==> src/rtl/enc_pkg.sv <==
// Shared types and widths for the 16-request priority encoder block.
package enc_pkg;

    localparam int REQ_W  = 16;
    localparam int CODE_W = 4;

    typedef enum logic {
        IDLE = 1'b0,
        EMIT = 1'b1
    } state_t;

endpackage

==> src/rtl/priority_encoder_16x4.sv <==
// Combinational priority encoder: index of the lowest (or highest) set bit plus an any-set flag.
module priority_encoder_16x4
    import enc_pkg::*;
#(
    parameter bit LOW_FIRST = 1'b1
) (
    input  logic [REQ_W-1:0]  vec,
    output logic [CODE_W-1:0] index,
    output logic              found
);

    // NOTE: every output gets a default before the scan, so no latch is inferred.
    always_comb begin
        index = '0;
        found = |vec;
        if (LOW_FIRST) begin
            // Later (lower) hits overwrite earlier ones, so the lowest set bit wins.
            for (int i = REQ_W - 1; i >= 0; i--) begin
                if (vec[i]) index = CODE_W'(i);
            end
        end else begin
            for (int i = 0; i < REQ_W; i++) begin
                if (vec[i]) index = CODE_W'(i);
            end
        end
    end

endmodule

==> src/rtl/request_encoder_16x4.sv <==
// Captures a request vector and drains it one index per handshake in priority order.
module request_encoder_16x4
    import enc_pkg::*;
#(
    parameter bit LOW_FIRST = 1'b1
) (
    input  logic              clk,
    input  logic              rst,
    input  logic [REQ_W-1:0]  req,
    input  logic              load,
    input  logic              abort,
    output logic              busy,
    output logic              out_valid,
    input  logic              out_ready,
    output logic [CODE_W-1:0] code,
    output logic              done,
    output logic              none
);

    state_t              state;
    logic [REQ_W-1:0]    pending;
    logic [REQ_W-1:0]    remaining;
    logic [REQ_W-1:0]    enc_in;
    logic [CODE_W-1:0]   next_code;
    logic                next_any;

    // One encoder serves both capture (raw req) and drain (pending minus the reported bit).
    assign remaining = pending & ~(REQ_W'(1) << code);
    assign enc_in    = (state == IDLE) ? req : remaining;

    priority_encoder_16x4 #(
        .LOW_FIRST (LOW_FIRST)
    ) u_prio (
        .vec   (enc_in),
        .index (next_code),
        .found (next_any)
    );

    // NOTE: sequential state uses non-blocking assignments only.
    always_ff @(posedge clk or posedge rst) begin
        if (rst) begin
            state     <= IDLE;
            pending   <= '0;
            code      <= '0;
            out_valid <= 1'b0;
            busy      <= 1'b0;
            done      <= 1'b0;
            none      <= 1'b0;
        end else begin
            done <= 1'b0;
            none <= 1'b0;
            case (state)
                IDLE: begin
                    if (load && !abort) begin
                        if (next_any) begin
                            pending   <= req;
                            code      <= next_code;
                            out_valid <= 1'b1;
                            busy      <= 1'b1;
                            state     <= EMIT;
                        end else begin
                            none <= 1'b1;
                        end
                    end
                end
                EMIT: begin
                    // out_valid is always high here, so out_ready alone marks a handshake.
                    if (abort) begin
                        pending   <= '0;
                        out_valid <= 1'b0;
                        busy      <= 1'b0;
                        state     <= IDLE;
                    end else if (out_ready) begin
                        if (next_any) begin
                            pending <= remaining;
                            code    <= next_code;
                        end else begin
                            pending   <= '0;
                            out_valid <= 1'b0;
                            busy      <= 1'b0;
                            done      <= 1'b1;
                            state     <= IDLE;
                        end
                    end
                end
            endcase
        end
    end

endmodule

==> config.mk <==
export PLATFORM = sky130hd
export DESIGN_NAME = request_encoder_16x4
export DESIGN_NICKNAME = d
export VERILOG_FILES = /design/src/rtl/enc_pkg.sv /design/src/rtl/priority_encoder_16x4.sv /design/src/rtl/request_encoder_16x4.sv
export SDC_FILE = /design/constraint.sdc
export NUM_CORES = 1
export LEC_CHECK = 0
export CAP_MARGIN = 30
export CORE_MARGIN = 2
export CORE_UTILIZATION = 30
export CTS_CLUSTER_SIZE = 24
export DETAILED_ROUTE_END_ITERATION = 8
export SKIP_LAST_GASP = 1
export SLEW_MARGIN = 10
export SYNTH_ARGS = -nofsm -noshare
export SYNTH_HDL_FRONTEND = slang
export SYNTH_SLANG_ARGS = --single-unit
==> constraint.sdc <==
create_clock -name clk -period 6.5 [get_ports clk]
set_clock_uncertainty 0.2 [all_clocks]
set_input_delay 0.975 -clock clk [delete_from_list [all_inputs] [get_ports clk]]
set_output_delay 0.975 -clock clk [all_outputs]
set_load 0.05 [all_outputs]
== Yosys cells after proc, flatten, opt, wreduce, memory -nomap -nowiden ==
Cells that the tools add are included.

* Register bits after elaboration: 24
* Latch bits: 0
* Memory bits (writable): 0
* ROM bits: 0
* Output and inout port bits: 8
* Memories kept: 0

* $add $sub $neg: 0
* Multiply operators: 0
* Div/mod/pow operators: 0
* Magnitude comparators: 0
* Eq/ne operators: 6
* Shift-type cells: 1
* Multiplexer cells: 45
* Bitwise gates (word level): 3
* Reductions and logical operators: 6

{| class="wikitable"
|+ Operators by type and width
! kind !! number
|-
| $mux W16 || 6
|-
| $mux W4 || 20
|-
| $pmux W16 S2 || 1
|-
| $and A16 B16 Y16 || 1
|-
| $not A16 Y16 || 1
|-
| $reduce_or A16 Y1 || 1
|-
| $shl A1 B4 Y16 const A || 1
|-
| $mux W1 || 15
|-
| $pmux W4 S2 || 1
|-
| $ne A2 B2 Y1 const B || 3
|-
| $ne A3 B3 Y1 const B || 2
|-
| $reduce_and A3 Y1 || 2
|-
| $pmux W1 S2 || 2
|-
| $reduce_and A4 Y1 || 1
|-
| $ne A2 B1 Y1 const B || 1
|-
| $logic_and A1 B1 Y1 || 1
|-
| $logic_not A1 Y1 || 1
|-
| $not A1 Y1 || 1
|}

== Depth between registers and ports, before layout ==
Gate-level depths: netlist of run 1.

* Depth after elaboration: 24
* Mapped depth: 9
* Mapped depth without buffers: 7

== Cells and area by module ==
From an unflattened synthesis of run 1, not the netlist that was laid out.

* Cell total of the unflattened synthesis: 186
* Area total of the unflattened synthesis: 1,716.6 µm²

{| class="wikitable"
|+ Modules (own cells, without submodules)
! module !! instances !! cells an instance !! area each (µm²) !! seq. area each (µm²)
|-
| request_encoder_16x4 || 1 || 152 || 1,540.2 || 600.6
|-
| priority_encoder_16x4 || 1 || 34 || 176.4 || 0.0
|}

== Worst setup path before layout of run 1 ==
OpenSTA, ideal clock, no wires.

* Kind: input-to-reg
* Start point: input req[2]
* End point: register pending[0]
* Library setup time: 125 ps
* Data arrival time: 2,598 ps
* Setup slack: 3,577 ps
* Stages on the path: 6
* Path through: or4_1 o22ai_2 nand4_4 a21boi_4 buf_12 mux2_4

* Longest elaborated chain between the ends: 6

{| class="wikitable"
|+ RTL lines
! item !! RTL line !! RTL
|-
| start: declaration || request_encoder_16x4.sv:9 || <nowiki>input logic [REQ_W-1:0] req,</nowiki>
|-
| $mux W16 (*) || request_encoder_16x4.sv:29 || <nowiki>assign enc_in = (state == IDLE) ? req : remaining;</nowiki>
|-
| $reduce_or A16 Y1 (*) || priority_encoder_16x4.sv:15 || <nowiki>found = |vec;</nowiki>
|-
| $mux W16 || request_encoder_16x4.sv:74 || <nowiki>if (next_any) begin</nowiki>
|-
| $mux W16 || request_encoder_16x4.sv:73 || <nowiki>end else if (out_ready) begin</nowiki>
|-
| $mux W16 || request_encoder_16x4.sv:68 || <nowiki>if (abort) begin</nowiki>
|-
| $pmux W16 S2 || request_encoder_16x4.sv:52 || <nowiki>case (state)</nowiki>
|-
| end signal: assignment || request_encoder_16x4.sv:56 || <nowiki>pending <= req;</nowiki>
|-
| end signal: assignment || request_encoder_16x4.sv:75 || <nowiki>pending <= remaining;</nowiki>
|-
| end: declaration || request_encoder_16x4.sv:21 || <nowiki>logic [REQ_W-1:0] pending;</nowiki>
|}

Every way passes the cells marked *; elsewhere a longest branch is shown, timed or not. The select of a mux whose other input is x is not followed.
A chain may end at the register's enable or synchronous reset.

== Worst setup path after layout of run 1 ==
* Start point: input req[2]
* End point: register pending[4]

Same word-level chain as after synthesis.

==> summary.txt, run 1 <==
STA
  – Final hold vios: 0
  – WHS: 0.323 ns
  – Final min period: 3.50 ns
  – Final Max Tran Viols: 0
  – # setup viols final: 0
  – Period utilisation layout: 0.539
  – FMAX: 0.285 GHz
  – Worst-Margin Slew: 0.797 ns
  – Max-Slew Margin vs Limit: 0.468
  – Fin Setup TNS: 0 ns
  – RSZ-0062 raised after global routing: false

CTS
  – # resized after CTS: 0
  – Hold_buf cts: 0
  – CTS Buf Count: 3
  – Clock Tree Root: clkbuf_8
  – CTS tree: built
  – # H-tree levels: 1
  – CTS Buffer Depth: 2
  – Clk Latency, worst-skew pair: 0.27 ns
  – CTS clk-pin slew, worst paths: 0.08 ns
  – Clock sink count: 24
  – Post CTS Setup Buffer Count: 0

Worst setup path
  – Crit path launch type: input port
  – Critical path type: input port to flip-flop
  – Crit Path Max Fanout: 13
  – Critical path origin: req[2]
  – Number of buffers and inverters on the critical path: 1
  – Req. time, crit path: 6.46 ns
  – Crit-path cells: clkdlybuf4s50_1 -> or4_1 -> o22ai_2 -> nand4_4 -> a21boi_4 -> mux2_2
  – Reg2Reg Setup Slack: 3.35 ns
  – Top delay family on crit path: compound AO/OA/AOI/OAI gates
  – Nature of the critical path endpoint: flip-flop
  – Reg2reg start: code[0]
  – Reg2reg end: pending[4]
  – Depth of the worst register-to-register path: 6
  – Worst EP arrival: 3.46 ns
  – Max stage delay on crit path: 0.57 ns
  – Slowest cell on crit path: a21boi_4

Power and ir drop
  – Pwr Density: 284 nW/um^2
  – Max IR drop VDD: 153 uV
  – Comb power frac: 0.474
  – Sequential group share of total power: 0.368
  – Sw frac: 0.422
  – Internal: 0.370 mW
  – Clock power frac: 0.158
  – Net switching power: 0.270 mW
  – P_leak: 0.936 nW

Yosys
  – Synth Flop Type: dfrtp_1
  – Syn Nets: 232
  – Area leader, netlist: dfrtp_1
  – Top post-synthesis cells by area: dfrtp_1 (32%), mux2_4 (8.0%), nand2_1 (4.4%), o21ai_0 (4.2%), mux2_2 (4.2%)
  – Sequential element share of the synthesized area: 0.319
  – Post-synth ARST share: 1.00
  – Mapped Area: 1890 sq um
  – Distinct cell type count after synthesis: 55
  – Synth Warn #: 0
  – Cells after Synth: 211
  – Top cells by count, synth: dfrtp_1 (24), nand2_1 (22), inv_1 (18), o21ai_0 (16), mux2_4 (10)
  – Count leader, synth: dfrtp_1
  – Syn avg cell area: 8.94 sq um
  – EDFF count, synth: 0
  – Yosys reg bits: 24
  – Yosys top cell area share: 0.319

Global route
  – Number of global-route vias before repair: 1590
  – Total GRT Usage: 0.148
  – Global route hottest layer: met2
  – Pin count of the biggest net entering global routing: 25
  – M1 GR Usage: 0.213
  – Total gr overflow: 0
  – M3 GR Usage: 0.0308
  – Global-route wire length before repair: 8.26 mm
  – Initial antenna violation count: 0
  – GR met2 Demand/Resource: 0.222

Placed design
  – Detailed-placement wirelength estimate: 3.76 mm
  – Number of port buffers: 28
  – GP Congestion: 0.898

Worst hold path
  – Hold endpoint: pending[5]
  – Worst hold path depth: 1
  – Worst hold path class: flip-flop to flip-flop
  – Worst Min Path Start: pending[5]

Finish
  – Area growth, synth to finish: 19.4%
  – Share of cells above drive strength 1: 0.137
  – Filler instances: 624
  – Diode count: 0
  – Nets: 256

Detailed routing
  – DR vias/cell: 5.46
  – Post-DR wirelength/cell: 15.8 um
  – Iteration-0 DRC Markers: 136
  – Via count: 1686
  – ANT nets after route: 0
  – Residual DRC: 0
  – Post-Route WL: 4.87 mm
  – Drt pass-1 iters: 4

Floorplan
  – Die Width: 83.3 um
  – Floorplan row count: 28
  – Initial core utilization: 0.315
  – Die ar.: 6940 sq um
  – I/O pin cnt: 29
  – Die Y: 83.3 um
  – CORE AREA: 5990 sq um

Run
  – Max Cap Viol: 0

Outcome
  – Status: finished, final reports clean
-- kinds of logic after synthesis --
group / count (synthesis) / synth area share
AND/OR/NAND/NOR: 72 / 0.212
AO/OA/AOI/OAI: 67 / 0.256
buffers and inverters: 29 / 0.0810
flip-flops: 24 / 0.319
multiplexers: 19 / 0.132
-- metrics by stage --
stage / util / area (sq um) / total power, mW / setup WS, ns / std cells
3_5_place_dp: 0.364 / 2180 / 0.538 / 2.69 / 304
4_1_cts: 0.373 / 2240 / 0.645 / 2.99 / 308
3_3_place_gp: 0.364 / 2180 / 0.538 / 2.76 / 304
6_report: 0.376 / 2250 / 0.639 / 3.00 / 309
5_1_grt: 0.376 / 2250 / 0.682 / 2.86 / 309
2_1_floorplan: - / 1890 / 0.463 / 3.58 / 211
-- registers in the layout (all words and copies together), names as in the netlist --
register / cells
state: 1
done: 1
code: 4
out_valid: 1
pending: 16
none: 1
-- layer usage --
metal  share of wire  wire [um]  up-vias
met3           0.050        242        5
li1                -          -      830
met5               0          0        -
met1            0.47       2290      806
met4           0.012         59        0
met2            0.47       2280       45
-- power by group through the flow --
stage          sequential [mW]  clock, mW  combinational (mW)
3_5_place_dp             0.237          0               0.301
3_3_place_gp             0.236          0               0.302
5_1_grt                  0.243      0.112               0.328
2_1_floorplan            0.240          0               0.224
4_1_cts                  0.235      0.107               0.302
6_report                 0.235      0.101               0.303
-- worst max-delay path by stage --
| stage | end | slack, ns | depth (start not counted) |
|---|---|---|---|
| final | pending[4] | 3.00 | 6 |
| after global routing | pending[4] | 2.86 | 6 |
| after CTS | pending[3] | 2.99 | 6 |
| after detailed placement | pending[4] | 2.69 | 6 |
| after global placement | pending[4] | 2.76 | 6 |
| after floorplan | pending[0] | 3.58 | 6 |
-- final cells by class --
| class | count | area (sq um) | share of cell area |
|---|---|---|---|
| clock buffer | 4 | 55.1 | 0.0244 |
| inverter | 18 | 67.6 | 0.0300 |
| multi-input combinational | 158 | 1130 | 0.503 |
| sequential | 24 | 601 | 0.267 |
| tap | 75 | 93.8 | 0.0417 |
| timing repair buffer | 30 | 303 | 0.134 |
-- cells in the final DEF (no fill, tap or decap), types with 6 or more instances in the layout --
cell type,netlist,layout
clkdlybuf4s50_1,0,28
dfrtp_1,24,24
nand2_1,22,22
inv_1,18,18
o21ai_0,16,16
mux2_4,10,10
o22ai_1,9,9
a21oi_1,9,9
nand2b_1,8,8
nor2_1,8,8
nor3_1,7,7
mux2_2,7,7
nand3_1,6,6
-- worst register-to-register path, cell delays in order, from the launching register on --
cell and delay, ns:
dfrtp_1 0.54, nand2b_1 0.34, o32a_1 0.40, o31ai_4 0.36, nand4_4 0.24, a21boi_4 0.57
mux2_2 0.41
Note: power is estimated with default switching activity, not from simulation.
==> run 2: changes to the inputs <==
Clock period 6.5 ns to 3.2 ns, I/O delays scaled along.
==> run 2 against run 1 <==
Clock power rose by 110%; global-route usage grew 0.086 points; count of clock-buffer cells in the layout stayed put; sequential cell count stayed put; non-clock buffer count increased by 5; wire length is 3.1% higher; die area is the same; critical path type is now flip-flop to flip-flop; largest cell class unchanged.
==> summary.txt, run 2 (synthesis gave the netlist of run 1 again) <==
Outcome
  – Status: finished, final reports clean (unchanged)

Worst setup path
  – Critical path type: flip-flop to flip-flop (was input port to flip-flop)
  – Worst EP arrival: 2.85 ns (was 3.46 ns)
  – Crit path launch type: flip-flop (was input port)
  – Req. time, crit path: 3.16 ns (was 6.46 ns)
  – Crit Path Max Fanout: 13 (unchanged)
  – Nature of the critical path endpoint: flip-flop (unchanged)

Placed design
  – Detailed-placement wirelength estimate: 3.81 mm (was 3.76 mm)
  – Pre-CTS WS: 0.157 ns (was 2.69 ns)
  – GP Congestion: 0.912 (was 0.898)
  – Number of port buffers: 28 (unchanged)
  – Placed instance count: 309 (was 304)

CTS
  – # H-tree levels: 1 (unchanged)
  – Clock Tree Root: clkbuf_8 (unchanged)
  – Clock sink count: 24 (unchanged)
  – CTS Buffer Depth: 2 (unchanged)
  – # resized after CTS: 0 (unchanged)
  – CTS Buf Count: 3 (unchanged)
  – Clk Latency, worst-skew pair: 0.27 ns (about the same)
  – CTS tree: built (unchanged)
  – Post CTS Setup Buffer Count: 0 (unchanged)
  – CTS clk-pin slew, worst paths: 0.10 ns (was 0.08 ns)
  – Hold_buf cts: 0 (unchanged)

Global route
  – Number of global-route vias before repair: 1604 (was 1590)
  – Total gr overflow: 0 (unchanged)
  – Initial antenna violation count: 0 (unchanged)
  – Global-route wire length before repair: 8.45 mm (was 8.26 mm)
  – Total GRT Usage: 0.149 (was 0.148)
  – Pin count of the biggest net entering global routing: 25 (unchanged)

Detailed routing
  – ANT nets after route: 0 (unchanged)
  – Post-Route WL: 5.02 mm (was 4.87 mm)
  – Post-DR wirelength/cell: 16.0 um (was 15.8 um)
  – Iteration-0 DRC Markers: 153 (was 136)
  – Drt pass-1 iters: 5 (was 4)
  – Residual DRC: 0 (unchanged)
  – DR vias/cell: 5.45 (was 5.46)
  – Via count: 1712 (was 1686)

Run
  – Max Cap Viol: 0 (unchanged)

STA
  – Final hold vios: 0 (unchanged)
  – WHS: 0.293 ns (was 0.323 ns)
  – Final setup margin: 0.313 ns (was 3.00 ns)
  – Final min period: 2.89 ns
  – # setup viols final: 0 (unchanged)
  – RSZ-0062 raised after global routing: false (unchanged)
  – Max-Slew Margin vs Limit: 0.646 (was 0.468)
  – FMAX: 0.346 GHz
  – Period utilisation layout: 0.902
  – Final Max Tran Viols: 0 (unchanged)
  – Fin Setup TNS: 0 ns (unchanged)
  – Worst-Margin Slew: 0.526 ns (was 0.797 ns)

Power and ir drop
  – Tot Pwr: 1.33 mW (was 0.639 mW)
  – Pwr Density: 578 nW/um^2 (was 284 nW/um^2)
  – P_leak: 0.966 nW (was 0.936 nW)
  – Max IR drop VDD: 314 uV (was 153 uV)

Floorplan
  – Die Y: 83.3 um (unchanged)
  – Die ar.: 6940 sq um (unchanged)
  – I/O pin cnt: 29 (unchanged)
  – CORE AREA: 5990 sq um (unchanged)
  – Floorplan row count: 28 (unchanged)
  – Die Width: 83.3 um (unchanged)
  – Initial core utilization: 0.315 (unchanged)

Finish
  – Largest regs: pending: 16 flops, code: 4 flops (unchanged)
  – Area growth, synth to finish: 22.1% (was 19.4%)
  – Post-route insts no fill: 314 (was 309)
  – Largest reg by FF count: pending (unchanged)
  – Most frequent cells in the layout: clkdlybuf4s50_1 (28), dfrtp_1 (24), nand2_1 (22) (unchanged)
  – Nets: 261 (was 256)
  – Share of cells above drive strength 1: 0.155 (was 0.137)
  – Largest register FFs: 16 (unchanged)
  – Diode count: 0 (unchanged)
  – Most common cell after layout, fill and taps aside: clkdlybuf4s50_1 (unchanged)

Worst hold path
  – Worst hold path class: input port to async pin (was flip-flop to flip-flop)
## run 2: worst paths after layout
| check | start | end | slack [ns] | cells after the start |
|---|---|---|---|---|
| max reg2reg | code[1] | pending[4] | 0.31 | 7 |
| min reg2reg | pending[10] | pending[10] | 0.32 | 1 |
| max | code[1] | pending[4] | 0.31 | 7 |
| min | rst | pending[12] | 0.29 | 2 |
| max in group asynchronous | rst | pending[2] | 2.05 | 3 |
| min in group clk | pending[10] | pending[10] | 0.32 | 1 |
## run 2: critical path, cell delays in order, from the launching register on
cell	delay [ns]
dfrtp_1	0.60
nand2b_1	0.26
o32a_1	0.40
o31ai_4	0.36
nand4_4	0.24
a21boi_4	0.20
buf_12	0.17
mux2_2	0.34
## run 2: metal layers
metal / part of all wire / vias up / GRT usage
li1: - / 840 / -
met1: 0.47 / 828 / 0.216
met2: 0.48 / 40 / 0.228
met3: 0.041 / 4 / 0.0239
met4: 0.012 / 0 / 0.0402
met5: 0 / - / 0
## run 2: through the flow
step | cell area (sq um) | utilization
6_report | 2300 | 0.384
5_1_grt | 2300 | 0.384
4_1_cts | 2290 | 0.382
3_5_place_dp | 2230 | 0.373
3_3_place_gp | 2230 | 0.373
2_1_floorplan | 1890 | -
## run 2: cell type report
type                       instances  area [sq um]
multi-input combinational        158          1130
fill                             648          3690
sequential                        24           601
timing repair buffer              35           353
inverter                          18          67.6
clock buffer                       4          55.1
tap                               75          93.8
## run 2: where the power goes
| group | internal (mW) | total, mW | switching, mW |
|---|---|---|---|
| clock network | 0.110 | 0.216 | 0.106 |
| registers | 0.369 | 0.470 | 0.101 |
| logic | 0.287 | 0.644 | 0.357 |
| total | 0.767 | 1.33 | 0.564 |
==> run 3: changes to the inputs <==
Settings changed: SLEW_MARGIN 10 to not set.
==> run 3 against run 2 <==
Maximum frequency is essentially flat; critical endpoint unchanged; design area grew 0.54%; core utilization grew 0.21 points; clock power about the same; non-clock buffer count unchanged.
==> summary.txt, run 3 (synthesis gave the netlist of run 1 again) <==
CTS
  – # resized after CTS: 0 (unchanged)
  – CTS Buffer Depth: 2 (unchanged)
  – Post CTS Setup Buffer Count: 0 (unchanged)
  – Hold_buf cts: 0 (unchanged)
  – Clock sink count: 24 (unchanged)
  – CTS Buf Count: 3 (unchanged)
  – Clk Latency, worst-skew pair: 0.27 ns (about the same)
  – CTS tree: built (unchanged)
  – CTS clk-pin slew, worst paths: 0.09 ns (was 0.10 ns)
  – # H-tree levels: 1 (unchanged)
  – Clock Tree Root: clkbuf_8 (unchanged)

Finish
  – Area growth, synth to finish: 22.8% (was 22.1%)
  – Post-route cell area: 2310 sq um (was 2300 sq um)
  – Core Util, Final: 0.386 (was 0.384)
  – Filler instances: 646 (was 648)
  – Share of cells above drive strength 1: 0.155 (unchanged)
  – Largest reg by FF count: pending (unchanged)
  – Diode count: 0 (unchanged)
  – Largest register FFs: 16 (unchanged)
  – Most frequent cells in the layout: clkdlybuf4s50_1 (28), dfrtp_1 (24), nand2_1 (22) (unchanged)
  – Most common cell after layout, fill and taps aside: clkdlybuf4s50_1 (unchanged)
  – Largest regs: pending: 16 flops, code: 4 flops (unchanged)
  – Nets: 261 (unchanged)

Power and ir drop
  – Sequential group share of total power: 0.353 (was 0.354)
  – Max IR drop VDD: 314 uV (about the same)
  – Pwr Density: 575 nW/um^2 (was 578 nW/um^2)
  – Clock power frac: 0.162 (about the same)
  – P_leak: 0.971 nW (was 0.966 nW)
  – Net switching power: 0.564 mW (about the same)
  – Sw frac: 0.423 (was 0.424)
  – Comb power frac: 0.485 (was 0.484)
  – Internal: 0.768 mW (was 0.767 mW)

Worst setup path
  – Crit path launch type: flip-flop (unchanged)
  – Crit Path Max Fanout: 13 (unchanged)
  – Critical path origin: code[1] (unchanged)
  – Nature of the critical path endpoint: flip-flop (unchanged)
  – Critical path type: flip-flop to flip-flop (unchanged)
  – Reg2reg start: code[1] (unchanged)
  – Req. time, crit path: 3.16 ns (about the same)
  – Worst EP arrival: 2.84 ns (was 2.85 ns)

STA
  – FMAX: 0.347 GHz (was 0.346 GHz)
  – RSZ-0062 raised after global routing: false (unchanged)
  – Final Max Tran Viols: 0 (unchanged)
  – # setup viols final: 0 (unchanged)
  – Fin Setup TNS: 0 ns (unchanged)
  – Final hold vios: 0 (unchanged)
  – WHS: 0.321 ns (was 0.293 ns)
  – Worst-Margin Slew: 0.524 ns (was 0.526 ns)
  – Max-Slew Margin vs Limit: 0.647 (was 0.646)
  – Period utilisation layout: 0.901 (was 0.902)
  – Final min period: 2.88 ns (was 2.89 ns)

Detailed routing
  – ANT nets after route: 0 (unchanged)
  – DR vias/cell: 5.49 (was 5.45)
  – Post-Route WL: 5.02 mm (about the same)
  – Iteration-0 DRC Markers: 169 (was 153)
  – Residual DRC: 0 (unchanged)
  – Post-DR wirelength/cell: 16.0 um (about the same)
  – Via count: 1724 (was 1712)
  – Drt pass-1 iters: 4 (was 5)

Placed design
  – Placed cell areas: 2230 sq um (unchanged)
  – Detailed-placement wirelength estimate: 3.81 mm (unchanged)
  – GP Congestion: 0.912 (unchanged)
  – Number of port buffers: 28 (unchanged)

Outcome
  – Status: finished, final reports clean (unchanged)

Worst hold path
  – Worst hold path class: flip-flop to flip-flop (was input port to async pin)
  – Worst Min Path Start: pending[10]

Floorplan
  – Floorplan row count: 28 (unchanged)
  – Initial core utilization: 0.315 (unchanged)
  – Die ar.: 6940 sq um (unchanged)
  – Die Width: 83.3 um (unchanged)
  – CORE AREA: 5990 sq um (unchanged)
  – Die Y: 83.3 um (unchanged)
  – I/O pin cnt: 29 (unchanged)

Global route
  – Pin count of the biggest net entering global routing: 25 (unchanged)
  – Number of global-route vias before repair: 1604 (unchanged)
  – Initial antenna violation count: 0 (unchanged)
  – Total gr overflow: 0 (unchanged)
  – Total GRT Usage: 0.149 (unchanged)
  – Global-route wire length before repair: 8.45 mm (unchanged)

Run
  – Max Cap Viol: 0 (unchanged)
-- run 3: cell count changes in the layout (fill, tap and decap cells not counted) --
cell	change
buf_16	+1
buf_8	-1
-- run 3: layer usage --
metal / vias to the layer above / track usage / wire length [um]
li1: 842 / - / -
met1: 831 / 0.216 / 2340
met2: 47 / 0.228 / 2410
met3: 4 / 0.0239 / 226
met4: 0 / 0.0402 / 49
met5: - / 0 / 0
-- run 3: layout make-up --
type | count | area (sq um) | share of cell area
inverter | 18 | 67.6 | 0.0292
multi-input combinational | 158 | 1130 | 0.489
timing repair buffer | 35 | 365 | 0.158
sequential | 24 | 601 | 0.259
clock buffer | 4 | 55.1 | 0.0238
tap | 75 | 93.8 | 0.0405
-- run 3: through the flow --
step           setup WS [ns]  std cells  power, mW
2_1_floorplan          0.316        211      0.941
3_3_place_gp           0.209        309       1.11
3_5_place_dp           0.157        309       1.11
4_1_cts                0.301        313       1.33
5_1_grt               0.0788        314       1.42
6_report               0.316        314       1.33
-- run 3: worst paths after layout --
kind	end	cells past startpoint	slack, ns
setup / recovery	pending[4]	7	0.32
hold / removal	pending[10]	1	0.32
setup reg to reg	pending[4]	7	0.32
hold reg to reg	pending[10]	1	0.32
max in group asynchronous	pending[2]	3	2.30
min in group asynchronous	pending[9]	3	0.36
-- run 3: power groups by stage --
stage	Clock, mW	Sequential [mW]	Combinational, mW
final	0.216	0.471	0.646
after CTS	0.223	0.471	0.639
after detailed placement	0	0.475	0.636
after global routing	0.234	0.485	0.699
after global placement	0	0.473	0.639
after floorplan	0	0.487	0.454
-- run 3: critical path: stages (launching register included) --
cell      delay (ns)
dfrtp_1         0.60
nand2b_1        0.26
o32a_1          0.40
o31ai_4         0.36
nand4_4         0.23
a21boi_4        0.20
buf_12          0.17
mux2_2          0.34
